[src/rtl/sd_cmd_responder.sv]
// Card-side SD CMD line endpoint: receives 48-bit host commands (CRC7 checked),
// hands index/argument to card logic and serialises the R1/R2/R3 response it returns.
module sd_cmd_responder #(
   parameter int NCR         = 2,
   parameter int RSP_TIMEOUT = 64
) (
   input  logic         sdClk,
   input  logic         sysRst,
   input  logic         sdCmdIn,
   output logic         sdCmdOut,
   output logic         sdCmdEn,
   output logic         cmdValid,
   output logic [5:0]   cmdIndex,
   output logic [31:0]  cmdArg,
   output logic         crcErr,
   input  logic         rspValid,
   input  logic [1:0]   rspType,
   input  logic [119:0] rspData,
   output logic         rspBusy,
   output logic         rspDone
);

   typedef enum logic [2:0] {S_IDLE, S_RX, S_CHECK, S_WAIT, S_TX} state_t;

   localparam logic [6:0] NCR_C = 7'(NCR);
   localparam logic [6:0] TO_C  = 7'(RSP_TIMEOUT);

   state_t         state_q;
   logic [5:0]     rxCnt_q;
   logic [44:0]    rxSh_q;
   logic [6:0]     rxCrc_q, rxCrc_d;
   logic [6:0]     wCnt_q, wCnt_d;
   logic           cap_q;
   logic [1:0]     capType_q;
   logic [119:0]   capData_q;
   logic [127:0]   txSh_q;
   logic [7:0]     txCnt_q, txLen_q;
   logic           txR2_q, txR3_q;
   logic [6:0]     txCrc_q, txCrc_d;
   logic           sdCmdOut_q, sdCmdEn_q, cmdValid_q, crcErr_q, rspBusy_q, rspDone_q;
   logic [5:0]     cmdIndex_q;
   logic [31:0]    cmdArg_q;

   logic           rspGot;
   logic [1:0]     selType;
   logic [119:0]   selData;
   logic [126:0]   txBody;

   function automatic logic [6:0] crc7_step(input logic [6:0] c, input logic b);
      logic fb;
      fb = c[6] ^ b;
      return {c[5:3], c[2] ^ fb, c[1:0], fb};
   endfunction

   always_comb begin
      rspGot  = cap_q | rspValid;
      selType = cap_q ? capType_q : rspType;
      selData = cap_q ? capData_q : rspData;
      wCnt_d  = (wCnt_q == 7'h7F) ? wCnt_q : wCnt_q + 7'd1;
      rxCrc_d = crc7_step(rxCrc_q, sdCmdIn);
      txCrc_d = crc7_step(txCrc_q, txSh_q[127]);
      // Frame bits after the start bit; short frames are left-aligned and zero padded.
      unique case (selType)
         2'd2:    txBody = {1'b0, 6'h3F, selData};
         2'd3:    txBody = {1'b0, 6'h3F, selData[31:0], 88'd0};
         default: txBody = {1'b0, selData[37:32], selData[31:0], 88'd0};
      endcase
   end

   always_ff @(posedge sdClk) begin
      if (sysRst) begin
         state_q    <= S_IDLE;
         rxCnt_q    <= '0;
         rxSh_q     <= '0;
         rxCrc_q    <= '0;
         wCnt_q     <= '0;
         cap_q      <= 1'b0;
         capType_q  <= '0;
         capData_q  <= '0;
         txSh_q     <= '0;
         txCnt_q    <= '0;
         txLen_q    <= '0;
         txR2_q     <= 1'b0;
         txR3_q     <= 1'b0;
         txCrc_q    <= '0;
         sdCmdOut_q <= 1'b1;
         sdCmdEn_q  <= 1'b0;
         cmdValid_q <= 1'b0;
         crcErr_q   <= 1'b0;
         rspBusy_q  <= 1'b0;
         rspDone_q  <= 1'b0;
         cmdIndex_q <= '0;
         cmdArg_q   <= '0;
      end else begin
         cmdValid_q <= 1'b0;
         crcErr_q   <= 1'b0;
         rspDone_q  <= 1'b0;
         unique case (state_q)
            S_IDLE: begin
               if (!sdCmdIn) begin
                  state_q <= S_RX;
                  rxCnt_q <= 6'd1;
                  rxCrc_q <= '0;
               end
            end
            S_RX: begin
               rxCnt_q <= rxCnt_q + 6'd1;
               if (rxCnt_q == 6'd1 && !sdCmdIn) begin
                  state_q <= S_IDLE;
               end else if (rxCnt_q == 6'd47) begin
                  state_q <= S_CHECK;
                  wCnt_q  <= '0;
                  cap_q   <= 1'b0;
                  if (sdCmdIn && rxCrc_q == rxSh_q[6:0]) begin
                     cmdValid_q <= 1'b1;
                     cmdIndex_q <= rxSh_q[44:39];
                     cmdArg_q   <= rxSh_q[38:7];
                  end else begin
                     crcErr_q <= 1'b1;
                  end
               end else begin
                  rxSh_q <= {rxSh_q[43:0], sdCmdIn};
                  if (rxCnt_q < 6'd40) rxCrc_q <= rxCrc_d;
               end
            end
            S_CHECK: begin
               wCnt_q  <= wCnt_d;
               state_q <= cmdValid_q ? S_WAIT : S_IDLE;
            end
            S_WAIT: begin
               wCnt_q <= wCnt_d;
               if (!cap_q && rspValid) begin
                  cap_q     <= 1'b1;
                  capType_q <= rspType;
                  capData_q <= rspData;
               end
               if (rspGot && selType == 2'd0) begin
                  state_q <= S_IDLE;
               end else if (rspGot && wCnt_q >= NCR_C) begin
                  state_q    <= S_TX;
                  sdCmdEn_q  <= 1'b1;
                  sdCmdOut_q <= 1'b0;
                  rspBusy_q  <= 1'b1;
                  txSh_q     <= {txBody, 1'b0};
                  txCnt_q    <= 8'd1;
                  txCrc_q    <= '0;
                  txR2_q     <= (selType == 2'd2);
                  txR3_q     <= (selType == 2'd3);
                  txLen_q    <= (selType == 2'd2) ? 8'd128 : 8'd40;
               end else if (!rspGot && wCnt_q >= TO_C - 7'd1) begin
                  state_q <= S_IDLE;
               end
            end
            S_TX: begin
               txCnt_q <= txCnt_q + 8'd1;
               if (txCnt_q < txLen_q) begin
                  sdCmdOut_q <= txSh_q[127];
                  txSh_q     <= {txSh_q[126:0], 1'b0};
                  // R2 CRC covers only the 120 payload bits, not the header byte.
                  if (!txR2_q || txCnt_q >= 8'd8) txCrc_q <= txCrc_d;
               end else if (txCnt_q < txLen_q + 8'd7) begin
                  sdCmdOut_q <= txR3_q | txCrc_q[6];
                  txCrc_q    <= {txCrc_q[5:0], 1'b0};
               end else if (txCnt_q == txLen_q + 8'd7) begin
                  sdCmdOut_q <= 1'b1;
               end else begin
                  sdCmdEn_q  <= 1'b0;
                  sdCmdOut_q <= 1'b1;
                  rspBusy_q  <= 1'b0;
                  rspDone_q  <= 1'b1;
                  state_q    <= S_IDLE;
               end
            end
            default: state_q <= S_IDLE;
         endcase
      end
   end

   assign sdCmdOut = sdCmdOut_q;
   assign sdCmdEn  = sdCmdEn_q;
   assign cmdValid = cmdValid_q;
   assign cmdIndex = cmdIndex_q;
   assign cmdArg   = cmdArg_q;
   assign crcErr   = crcErr_q;
   assign rspBusy  = rspBusy_q;
   assign rspDone  = rspDone_q;

endmodule
[config.mk]
export PLATFORM = sky130hd
export DESIGN_NAME = sd_cmd_responder
export DESIGN_NICKNAME = d
export VERILOG_FILES = /design/src/rtl/sd_cmd_responder.sv
export SDC_FILE = /design/constraint.sdc
export NUM_CORES = 1
export LEC_CHECK = 0
export ABC_AREA = 1
export CAP_MARGIN = 10
export CORE_MARGIN = 1
export CORE_UTILIZATION = 51
export CTS_CLUSTER_SIZE = 30
export DETAILED_ROUTE_END_ITERATION = 10
export GPL_TIMING_DRIVEN = 1
export HOLD_SLACK_MARGIN = 0.06
export MAX_ROUTING_LAYER = met4
export PLACE_DENSITY = 0.81
export SLEW_MARGIN = 25
export SYNTH_ARGS = -nofsm -noshare
export SYNTH_HDL_FRONTEND = slang
export SYNTH_SLANG_ARGS = --single-unit
[constraint.sdc]
create_clock -name sdClk -period 4.9 [get_ports sdClk]
set_clock_uncertainty 0.15 [all_clocks]
set_input_delay 0.98 -clock sdClk [delete_from_list [all_inputs] [get_ports sdClk]]
set_output_delay 0.98 -clock sdClk [all_outputs]
set_load 0.03 [all_outputs]
==> results.json, run 1 <==
{
  "clk_path_buf_depth": 3,
  "rows": 66,
  "ys_ff_latch": 379,
  "min_path_cells": 2,
  "synth_cell_types": 45,
  "outcome": "completed",
  "setup_tns_ps": 0,
  "setup_viol": 0,
  "fin_crit_ps": 3080,
  "holdPathEnd": "txSh_q[34]",
  "grt_pass1_wl_mm": 69.7,
  "dieArea_mm2": 0.0343,
  "setup_ws_ps": 1820,
  "synth_nets": 2599,
  "cap_violations": 0,
  "tightest_slew_ps": 1110,
  "routed_wl_mm": 41.9,
  "p_sw_mw": 2.09,
  "grt-ovfl-total": 0,
  "post-place-ws_ps": 1360,
  "rr_startpoint": "cap_q",
  "ctsResizeCount": 0,
  "antenna_found_initial": 2,
  "synth_seq_area_share": 0.443,
  "rsz0062_at_grt": "false",
  "p_leak_nw": 8.15,
  "port_buffers": 169,
  "syn_area_per_cell_um2": 6.95,
  "htreeDepth": 2,
  "drive_gt1_frac": 0.0485,
  "cp.arrival_ps": 3350,
  "fin_nets": 2661,
  "fp.coreArea_mm2": 0.0328,
  "grt_max_degree": 200,
  "synthCells": 2464,
  "hold_violations": 0,
  "viasPerCell": 5.33,
  "p_total_mw": 7.59,
  "critPathMaxStageDelay_ps": 760,
  "fin_crit_sh": 0.628,
  "synth-async-reset-ratio": 0,
  "cp_max_fo": 56,
  "clock_latency_ps": 540,
  "power_density_mw_per_mm2": 378,
  "num_vias": 16000,
  "start_util": 0.523,
  "fp.dieH_um": 185,
  "pwr-share-clk": 0.398,
  "grt_usage": 0.249,
  "drtIter0Drc": 1371,
  "gp_congestion": 0.886,
  "cts_hold_buf": 0,
  "synthTopCellsByArea": "dfxtp_1 44%, o21ai_0 11%, nor2_1 11%",
  "cts-buffers-inserted": 40,
  "ff2ff_setup_slack_ps": 1820,
  "first_pass_iters": 7,
  "worstHoldPathType": "reg2reg",
  "synth_common_cells": "489 x nor2_1, 479 x nand2_1, 379 x dfxtp_1",
  "dpl.hpwl_mm": 25.1,
  "cts_tree": "done",
  "drc_errors": 0,
  "cts.sinks": 379,
  "cp_slowest_cell": "dfxtp_4",
  "sw_frac_of_total": 0.275,
  "yosysTopAreaCellShare": 0.443,
  "clk_pin_slew_ps": 60,
  "crit_type": "reg2reg",
  "yosys.area.top_type": "dfxtp_1",
  "cp-end-kind": "flip-flop",
  "combinationalPowerShare": 0.142,
  "netlist_area_mm2": 0.0171,
  "yosys.cell_count.top_type": "nor2_1",
  "io_pins": 170,
  "synth_edf_count": 0,
  "clockRootBuffer": "clkbuf_16",
  "die_w_um": 185,
  "startpoint_type": "flip-flop",
  "cp.required_ps": 5170,
  "max_freq_mhz": 325,
  "min-delay-start": "txSh_q[34]",
  "wl_per_cell_um": 14.0,
  "r2r_end": "txSh_q[109]",
  "yosys_warnings": 0,
  "irDropWorstVdd_v": 0.000266,
  "crit_chain": "inv_2 > buf_4 > nand2_1 > nand2_1 > nor2_4 > buf_4 > nand3_1 > o21ai_0 > o21ai_1 > nor2_1 > nor2_1",
  "area_growth_pct": 17.3,
  "slew_headroom": 0.262,
  "post-cts-setup-buffers": 0,
  "drtAntennaViolNets": 0,
  "path_buf_inv": 3,
  "rr_worst_depth": 11,
  "synthFlopType": "dfxtp_1",
  "first_global_vias": 14800,
  "internal_power_mw": 5.50,
  "slew_viol_final": 0,
  "critPathTopFamily": "simple AND/OR/NAND/NOR gates",
  "seq_power_share": 0.460
}
## final cells by class
type,instances,area (um^2)
fillers,2941,12700
multi-input cells,1757,8150
flip-flops and latches,379,7590
repair buffers,189,1870
clock buffers,63,1240
inverters,159,609
well taps,442,553
clock inverters,9,81.3
diodes,2,5.00
## power groups by stage
stage	Clock, mW	Combinational [mW]	Sequential [mW]
2_1_floorplan	0	0.782	3.50
3_3_place_gp	0	1.02	3.54
3_5_place_dp	0	1.06	3.55
4_1_cts	3.05	1.08	3.49
5_1_grt	3.19	1.22	3.52
6_report	3.02	1.08	3.49
## cell usage in the layout, fill, tap and decap left out, drive strengths merged
cell           count
o21bai             2
clkinv             5
o21a               1
a32oi              1
mux2i             41
clkbuf            63
xor2               4
o211ai             8
a31oi              1
diode              2
nor3              12
and3               1
inv              162
o31ai              1
o22ai              9
ha                 9
bufinv             1
buf               21
o21ai            402
nand4             13
a211oi             3
nand3b             2
nand2            482
xnor2              2
or2                7
a21boi            21
a21oi            161
dfxtp            379
nand3             71
a22oi              6
clkdlybuf4s50    168
nor2             497
## state kept, by name, summed over array words and instances, names as in the netlist, 2 cells and up
signal / flops
capType_q: 2
state_q: 3
txCnt_q: 8
rxCnt_q: 6
txSh_q: 127
wCnt_q: 7
txCrc_q: 7
rxCrc_q: 7
cmdArg: 32
cmdIndex: 6
capData_q: 120
rxSh_q: 45
## tightest hold or removal path, stage by stage, from the launching register on
cell and delay, ps:
dfxtp_1 300, inv_1 60, a21oi_1 50
## per-layer routing
metal	vias up	share of wire	GRT usage
li1	8077	-	-
met1	7382	0.46	0.329
met2	474	0.47	0.403
met3	50	0.057	0.0293
met4	0	0.017	0.0688
met5	-	0	-
## through the flow
step | utilization | std cells | cell area [um^2] | hold WS, ps
4_1_cts | 0.612 | 2997 | 20100 | 307
2_1_floorplan | - | 2464 | 17100 | 274
5_1_grt | 0.613 | 3000 | 20100 | 326
3_5_place_dp | 0.572 | 2925 | 18800 | 296
3_3_place_gp | 0.572 | 2925 | 18800 | 286
6_report | 0.613 | 3000 | 20100 | 306
## cell families after synthesis
logic type               synth area share
AO/OA/AOI/OAI                       0.188
XOR/XNOR                          0.00307
adder cells (fa/ha/maj)           0.00657
buffers and inverters              0.0825
flip-flops                          0.443
multiplexers                       0.0240
AND/OR/NAND/NOR                     0.253
## how the worst max path moves through the flow
stage | from | endpoint | slack (ps) | depth (start not counted)
3_5_place_dp | rspValid | capData_q[84] | 1360 | 7
3_3_place_gp | rspType[1] | txSh_q[42] | 1410 | 11
5_1_grt | cap_q | txSh_q[90] | 1560 | 11
2_1_floorplan | rspType[0] | txSh_q[110] | 2670 | 12
4_1_cts | cap_q | txSh_q[38] | 1840 | 9
6_report | cap_q | txSh_q[109] | 1820 | 11
No activity file was read; power rests on OpenSTA's default activity.
==> inputs of run 2 (changes only) <==
Settings changed: PLACE_DENSITY 0.81 to 0.83.
Clock period 4.9 ns to 2.6 ns, I/O delays scaled along.
==> run 2 against run 1 <==
Against the previous run:
- die area did not move
- flip-flop and latch count did not move
- total power rose by 91%
- global-route usage rose by 0.37 points
- final area rose by 2.0%
- critical endpoint is now txSh_q[44]
==> results.json, run 2 (synthesis results as in run 1) <==
{
  "min-delay-start": "txSh_q[1]",
  "placed_area_mm2": 0.0192,
  "fin_nets": 2685,
  "gp_congestion": 0.859,
  "cp-end-kind": "flip-flop",
  "irDropWorstVdd_v": 0.000453,
  "rr_worst_depth": 10,
  "worstHoldPathType": "reg2reg",
  "cp.required_ps": 2910,
  "final_area_mm2": 0.0205,
  "clk_path_buf_depth": 3,
  "slew_headroom": 0.390,
  "io_pins": 170,
  "largest_reg_flops": 127,
  "clk_pin_slew_ps": 60,
  "post-cts-setup-buffers": 0,
  "rr_startpoint": "txR2_q",
  "power_density_mw_per_mm2": 708,
  "slew_viol_final": 0,
  "port_buffers": 169,
  "top_register": "txSh_q",
  "post-place-ws_ps": -59.1,
  "outcome": "completed",
  "seq_power_share": 0.452,
  "grt-ovfl-total": 0,
  "htreeDepth": 2,
  "die_w_um": 185,
  "dpl.hpwl_mm": 26.3,
  "viasPerCell": 5.35,
  "r2r_end": "txSh_q[44]",
  "p_leak_nw": 8.33,
  "dp_cells": 2949,
  "hold_violations": 0,
  "dieArea_mm2": 0.0343,
  "num_vias": 16200,
  "sw_frac_of_total": 0.270,
  "cts_tree": "done",
  "drtAntennaViolNets": 0,
  "tightest_slew_ps": 915,
  "setup_tns_ps": 0,
  "first_pass_iters": 5,
  "clock_latency_ps": 530,
  "fp.dieH_um": 185,
  "cts_hold_buf": 0,
  "first_global_vias": 15000,
  "cp.arrival_ps": 2650,
  "fp.coreArea_mm2": 0.0328,
  "drive_gt1_frac": 0.0547,
  "holdPathEnd": "txSh_q[1]",
  "internal_power_mw": 10.6,
  "ctsResizeCount": 0,
  "rsz0062_at_grt": "false",
  "area_growth_pct": 19.7,
  "fin_crit_sh": 0.903,
  "antenna_found_initial": 2,
  "routed_wl_mm": 42.3,
  "final_cells": 3023,
  "cts.sinks": 379,
  "clockRootBuffer": "clkbuf_16",
  "combinationalPowerShare": 0.150,
  "drc_errors": 0,
  "crit_type": "reg2reg",
  "grt_pass1_wl_mm": 70.4,
  "final_common_cell": "nor2_1",
  "pwr-share-clk": 0.397,
  "top_regs": "txSh_q (127), capData_q (120), rxSh_q (45)",
  "setup_viol": 0,
  "p_sw_mw": 3.92,
  "p_total_mw": 14.5,
  "ff2ff_setup_slack_ps": 250,
  "grt_usage": 0.253,
  "min_path_cells": 2,
  "wl_per_cell_um": 14.0,
  "max_freq_mhz": 426,
  "layout_common_cells": "489 x nor2_1, 479 x nand2_1, 378 x dfxtp_1",
  "cts-buffers-inserted": 39,
  "start_util": 0.523,
  "fin_crit_ps": 2350,
  "startpoint_type": "flip-flop",
  "setup_ws_ps": 252,
  "rows": 66,
  "drtIter0Drc": 1520,
  "cap_violations": 0,
  "grt_max_degree": 86,
  "cp_max_fo": 50
}
-- run 2: cell count changes in the layout (fill, tap and decap cells not counted), sizes merged --
cell	before	now
diode	2	3
clkinv	5	2
clkinvlp	0	1
inv	162	159
buf	21	46
bufinv	1	3
-- run 2: worst max-delay path, stage by stage, from the launching register on --
cell and delay, ps:
dfxtp_1 340, inv_1 70, ha_1 320, inv_1 70, nor2_1 40, nand2_1 110
nand3_2 220, o21ai_4 400, buf_12 270, o21ai_0 120, a21oi_1 150
-- run 2: power by group through the flow --
stage          logic, mW  registers (mW)  clock network, mW
2_1_floorplan       1.47            6.60                  0
3_3_place_gp        2.08            6.66                  0
3_5_place_dp        2.15            6.67                  0
4_1_cts             2.17            6.55               5.83
5_1_grt             2.47            6.61               6.06
6_report            2.18            6.56               5.76
-- run 2: stage by stage --
| stage | utilization | hold WS, ps |
|---|---|---|
| 5_1_grt | 0.625 | 320 |
| 3_5_place_dp | 0.584 | 292 |
| 3_3_place_gp | 0.584 | 283 |
| 4_1_cts | 0.625 | 300 |
| 6_report | 0.625 | 299 |
| 2_1_floorplan | - | 274 |
-- run 2: area by class of cell --
class	count	area, um^2
fill	2818	12300
multi-input combinational	1757	8150
sequential	379	7590
timing repair buffer	214	2270
clock buffer	63	1210
inverter	159	609
tap	442	553
clock inverter	6	108
antenna	3	7.51
-- run 2: worst max-delay path by stage --
| stage | startpoint | end | slack, ps | depth (start not counted) |
|---|---|---|---|---|
| CTS | txR2_q | txSh_q[55] | 100 | 11 |
| global route | txR2_q | txSh_q[16] | 90 | 10 |
| detailed placement | rspType[0] | txSh_q[55] | -60 | 11 |
| global placement | rspType[0] | txSh_q[55] | -20 | 11 |
| finish | txR2_q | txSh_q[44] | 250 | 10 |
| floorplan | txR2_q | txSh_q[85] | 690 | 8 |
-- run 2: routing by layer --
layer | up-vias | wire [um] | track usage
li1 | 8131 | - | -
met2 | 508 | 20100 | 0.417
met3 | 82 | 2530 | 0.0305
met1 | 7463 | 18800 | 0.323
met4 | 0 | 884 | 0.0807
met5 | - | 0 | -
==> inputs of run 3 (changes only) <==
Settings changed: SLEW_MARGIN 25 to 10.
==> results of run 3 <==
No change in the layout: final DEF, timing and power equal those of run 2.
